$ cat src/rtl/mem_io_unit_pkg.sv
`default_nettype none
// ============================================================================
// mem_io_unit_pkg
// Shared FSM encoding and byte-split widths for the memory I/O unit.
// Revision: 1.0
// ============================================================================
package mem_io_unit_pkg;

  localparam int unsigned BYTE_W = 8;

  typedef enum logic [2:0] {
    ST_IDLE  = 3'd0,
    ST_RD_LO = 3'd1,
    ST_RD_HI = 3'd2,
    ST_WR_HI = 3'd3,
    ST_DONE  = 3'd4
  } state_t;

endpackage
`default_nettype wire

$ cat src/rtl/mem_io_unit.sv
`default_nettype none
// ============================================================================
// mem_io_unit
// Splits 12-bit core loads/stores into byte cycles on a synchronous SRAM.
// Revision: 1.0
// ============================================================================
module mem_io_unit
  import mem_io_unit_pkg::*;
#(
  parameter int unsigned ADDR_W = 17,
  parameter int unsigned DATA_W = 12
) (
  input  logic              clock,
  input  logic              nreset,
  input  logic              req,
  input  logic              wren,
  input  logic              word,
  input  logic [ADDR_W-1:0] address,
  input  logic [DATA_W-1:0] write_data,
  output logic [DATA_W-1:0] read_data,
  output logic              stall,
  output logic              sram_en,
  output logic              sram_wren,
  output logic [ADDR_W-1:0] sram_addr,
  output logic [BYTE_W-1:0] sram_wdata,
  input  logic [BYTE_W-1:0] sram_rdata
);

  localparam int unsigned X_W = DATA_W - BYTE_W;

  state_t            state_q, state_d;
  logic              wren_q, wren_d;
  logic              word_q, word_d;
  logic [ADDR_W-1:0] addr_q, addr_d;
  logic [DATA_W-1:0] wdata_q, wdata_d;
  logic [DATA_W-1:0] rdata_q, rdata_d;
  logic [BYTE_W-1:0] lo_q, lo_d;
  logic [ADDR_W-1:0] addr_inc;

  // Natural modulo-2^ADDR_W wrap carries the second byte across the page bit.
  assign addr_inc  = addr_q + ADDR_W'(1);
  assign read_data = rdata_q;

  always_comb begin
    state_d    = state_q;
    wren_d     = wren_q;
    word_d     = word_q;
    addr_d     = addr_q;
    wdata_d    = wdata_q;
    rdata_d    = rdata_q;
    lo_d       = lo_q;
    stall      = 1'b0;
    sram_en    = 1'b0;
    sram_wren  = 1'b0;
    sram_addr  = '0;
    sram_wdata = '0;
    case (state_q)
      ST_IDLE: begin
        if (req) begin
          stall      = 1'b1;
          wren_d     = wren;
          word_d     = word;
          addr_d     = address;
          wdata_d    = write_data;
          sram_en    = 1'b1;
          sram_wren  = wren;
          sram_addr  = address;
          sram_wdata = wren ? write_data[BYTE_W-1:0] : '0;
          if (wren) state_d = word ? ST_WR_HI : ST_DONE;
          else      state_d = ST_RD_LO;
        end
      end
      ST_WR_HI: begin
        stall      = 1'b1;
        sram_en    = 1'b1;
        sram_wren  = 1'b1;
        sram_addr  = addr_inc;
        sram_wdata = {{(BYTE_W - X_W){wdata_q[DATA_W-1]}}, wdata_q[DATA_W-1:BYTE_W]};
        state_d    = ST_DONE;
      end
      ST_RD_LO: begin
        stall = 1'b1;
        lo_d  = sram_rdata;
        if (word_q) begin
          sram_en   = 1'b1;
          sram_addr = addr_inc;
          state_d   = ST_RD_HI;
        end else begin
          rdata_d = {{X_W{sram_rdata[BYTE_W-1]}}, sram_rdata};
          state_d = ST_DONE;
        end
      end
      ST_RD_HI: begin
        stall   = 1'b1;
        rdata_d = {sram_rdata[X_W-1:0], lo_q};
        state_d = ST_DONE;
      end
      // DONE deliberately ignores req so a held request is not re-issued.
      ST_DONE: state_d = ST_IDLE;
      default: state_d = ST_IDLE;
    endcase
  end

  always_ff @(posedge clock) begin
    if (!nreset) begin
      state_q <= ST_IDLE;
      wren_q  <= 1'b0;
      word_q  <= 1'b0;
      addr_q  <= '0;
      wdata_q <= '0;
      rdata_q <= '0;
      lo_q    <= '0;
    end else begin
      state_q <= state_d;
      wren_q  <= wren_d;
      word_q  <= word_d;
      addr_q  <= addr_d;
      wdata_q <= wdata_d;
      rdata_q <= rdata_d;
      lo_q    <= lo_d;
    end
  end

endmodule
`default_nettype wire

$ cat config.mk
export PLATFORM = sky130hd
export DESIGN_NAME = mem_io_unit
export DESIGN_NICKNAME = d
export VERILOG_FILES = /design/src/rtl/mem_io_unit_pkg.sv /design/src/rtl/mem_io_unit.sv
export SDC_FILE = /design/constraint.sdc
export NUM_CORES = 1
export LEC_CHECK = 0
export ABC_AREA = 1
export ABC_CLOCK_PERIOD_IN_PS = 2000
export CORE_MARGIN = 2
export CORE_UTILIZATION = 46
export CTS_CLUSTER_DIAMETER = 80
export DETAILED_ROUTE_END_ITERATION = 8
export PLACE_DENSITY = 0.81
export SYNTH_ARGS = -nofsm -noshare
export SYNTH_HDL_FRONTEND = slang
export SYNTH_SLANG_ARGS = --single-unit
$ cat constraint.sdc
create_clock -name clock -period 2 [get_ports clock]
set_clock_uncertainty 0.15 [all_clocks]
set_input_delay 0.2 -clock clock [delete_from_list [all_inputs] [get_ports clock]]
set_output_delay 0.2 -clock clock [all_outputs]
set_load 0.005 [all_outputs]
==> results.sh <==
export IMPL_status="complete, but fails checks"
export IMPL_violations="negative setup slack"
export IMPL_cp_start_kind="flop"
export IMPL_cp_data_required_time_ps=1650
export IMPL_final_cell_mix="nand2_1, clkdlybuf4s50_1, buf_4, a21oi_1, dfxtp_1"
export IMPL_drcViolationCount=0
export IMPL_power_density_nw_per_um2=599
export IMPL_coreArea_um2=5110
export IMPL_overflow=0
export IMPL_place_ws_ps=-102
export IMPL_pwr_share_seq_pct=42.1
export IMPL_maxCapViolCount=0
export IMPL_dpl_hpwl_um=5130
export IMPL_p_clk_share_pct=27.4
export IMPL_synth_top_area_share_pct=37.1
export IMPL_grt_use_total_pct=27.0
export IMPL_cts_tree="yes"
export IMPL_swShare_pct=28.5
export IMPL_ios=82
export IMPL_synth_cell_types=27
export IMPL_ir_worst_vdd_mv=0.427
export IMPL_dp_cells=555
export IMPL_row_count=26
export IMPL_final_hold_viol_count=0
export IMPL_grt_pass1_wl_um=13000
export IMPL_layout_commonest_cell="nand2_1"
export IMPL_syn_nets=418
export IMPL_ant_nets=0
export IMPL_clkTransAtPathRegs_ps=90
export IMPL_slew_headroom_pct=69.5
export IMPL_syn_area_um2=2430
export IMPL_clockBufferDepth=2
export IMPL_drv_slew=0
export IMPL_avgViaCountPerCell=5.28
export IMPL_report_final_setup_viol=11
export IMPL_vias=3107
export IMPL_max_freq_mhz=487
export IMPL_power_switching_w=0.000694
export IMPL_synthCells=375
export IMPL_p_leak_nw=1.85
export IMPL_drive_above_1_share_pct=32.0
export IMPL_first_pass_iters=5
export IMPL_rsz0062_at_grt="yes"
export IMPL_fp_dieH_um=76.6
export IMPL_wl_per_cell_um=14.3
export IMPL_gp_congestion=0.851
export IMPL_worst_path_most_repeated_cell="buf_6"
export IMPL_initial_core_util_pct=47.5
export IMPL_ys_ff_latch=45
export IMPL_cts_root_buf="clkbuf_8"
export IMPL_fin_ws_ps=-51.4
export IMPL_crit_type="reg -> out"
export IMPL_synth_area_per_cell_um2=6.47
export IMPL_dieArea_um2=5870
export IMPL_p_comb_share_pct=30.5
export IMPL_cp_top_family="buffers and inverters"
export IMPL_wl_um=8400
export IMPL_worstSetupEndpointType="primary output"
export IMPL_clkSinkCount=45
export IMPL_grt_pass1_vias=2948
export IMPL_grt_max_degree=23
export IMPL_p_int_w=0.00174
export IMPL_worst_path_max_delay_cell="dfxtp_4"
export IMPL_ys_seq_area_share_pct=37.1
export IMPL_path_max_fanout=6
export IMPL_yosys_warnings=0
export IMPL_num_nets_final=562
export IMPL_insertedDiodeCount=0
export IMPL_hold_buffers=0
export IMPL_die_x_um=76.6
export IMPL_post_route_min_period_ps=2050
export IMPL_arrival_ps=1700
export IMPL_syn_to_final_growth_pct=67.6
export IMPL_port_buffers=81
export IMPL_fin_crit_sh_pct=103
export IMPL_first_iter_violations=283
export IMPL_cts_buffers=5
export IMPL_postLayoutCoreUtil_pct=79.6
export IMPL_insertion_delay_ps=300
export IMPL_hold_path_class="reg -> reg"
export IMPL_yosys_top_cells_area="dfxtp_1, nand2_1, nand3_1"
export IMPL_htreeDepth=2
export IMPL_cpPeakStageDelay_ps=360
export IMPL_fillers=329
export IMPL_synth_area_leader_cell="dfxtp_1"
export IMPL_path_buf_inv=5
export IMPL_antenna_found_initial=0
export IMPL_worstMarginPinSlew_ps=456
export IMPL_fin_cells=589
export IMPL_path_cells="nor2_4 > buf_6 > nand2_4 > nor2_8 > clkbuf_16 > buf_8 > buf_6 > nand2_4 > nand2_2 > buf_6"
[Yosys cell counts]
cell / number
clkbuf_1: 4
nor2_1: 36
nor2_8: 1
buf_4: 4
nand3_1: 37
inv_1: 32
nand2_4: 1
or2_2: 2
buf_6: 2
a21oi_1: 34
dfxtp_1: 45
o21ai_0: 37
inv_2: 3
buf_1: 1
a31oi_1: 1
ha_1: 1
nor3_1: 1
xor2_1: 2
o21ai_1: 2
nor3_2: 1
nand2_2: 4
o21bai_1: 5
nor2_4: 2
nand2_1: 109
xnor2_1: 1
buf_2: 4
nand4_1: 3
[what timing repair did]
action | in CTS | in global routing
gates cloned | 1 | 0
pin swaps | 10 | 13
buffers inserted | 21 | 8
gates resized for setup | 147 | 50
setup endpoints to repair | 27 | 27
[final cells by class]
type,count,area [µm²],share of cell area [%]
clock buffers,5,68.8,1.69
clock inverters,2,35.0,0.862
inverters,35,136,3.35
multi-input cells,280,1480,36.3
flip-flops and latches,45,917,22.6
well taps,70,87.6,2.15
repair buffers,152,1350,33.1
[per-stage QoR]
stage / hold slack [ps] / total power [W] / cell area, µm² / TNS [ps]
floorplan: 185 / 0.00130 / 2430 / 0
global placement: 284 / 0.00162 / 3580 / -1540
detailed placement: 287 / 0.00163 / 3580 / -1770
CTS: 300 / 0.00237 / 3900 / -416
global route: 333 / 0.00256 / 4070 / -1680
finish: 301 / 0.00244 / 4070 / -271
[logic make-up (layout without fill, tap and decap cells)]
family | count (synthesis) | count (layout) | share of synthesized area, %
buffers and inverters | 50 | 194 | 9.18
flip-flops | 45 | 45 | 37.1
AO/OA/AOI/OAI | 79 | 79 | 16.9
XOR/XNOR | 3 | 3 | 1.08
AND/OR/NAND/NOR | 197 | 197 | 35.2
adder cells (fa/ha/maj) | 1 | 1 | 0.516
[flip-flops by register name, summed over array words and instances (netlist names)]
signal,count
addr_q,17
lo_q,8
read_data,12
word_q,1
state_q,3
wdata_q,4
[routing by layer]
metal / part of all wire, % / GRT usage [%]
met4: 2.3 / 8.18
met5: 0 / 0
met2: 50 / 47.3
met1: 41 / 32.7
met3: 6.2 / 6.16
[worst register-to-register path: cells and delay by family (launching register included)]
| family | cells | cell delay, ps |
|---|---|---|
| buffers and inverters | 5 | 600 |
| DFF | 1 | 360 |
| AOI/OAI and AO/OA | 2 | 300 |
| and+or+nand+nor | 3 | 340 |
[power by group through the flow]
stage / clock [W] / combinational, W / sequential, W
3_5_place_dp: 0 / 0.000594 / 0.00104
4_1_cts: 0.000669 / 0.000679 / 0.00102
5_1_grt: 0.000722 / 0.000801 / 0.00103
2_1_floorplan: 0 / 0.000262 / 0.00103
3_3_place_gp: 0 / 0.000582 / 0.00104
6_report: 0.000669 / 0.000743 / 0.00103
[final timing paths]
| path | from | end | slack, ps | cells after the start |
|---|---|---|---|---|
| worst max register to register | state_q[2] | word_q | 150 | 10 |
| worst max-delay path | state_q[2] | sram_addr[10] | -50 | 10 |
| worst min register to register | lo_q[4] | lo_q[4] | 300 | 2 |
| worst min-delay path | lo_q[4] | lo_q[4] | 300 | 2 |
Note: power is estimated with default switching activity, not from simulation.
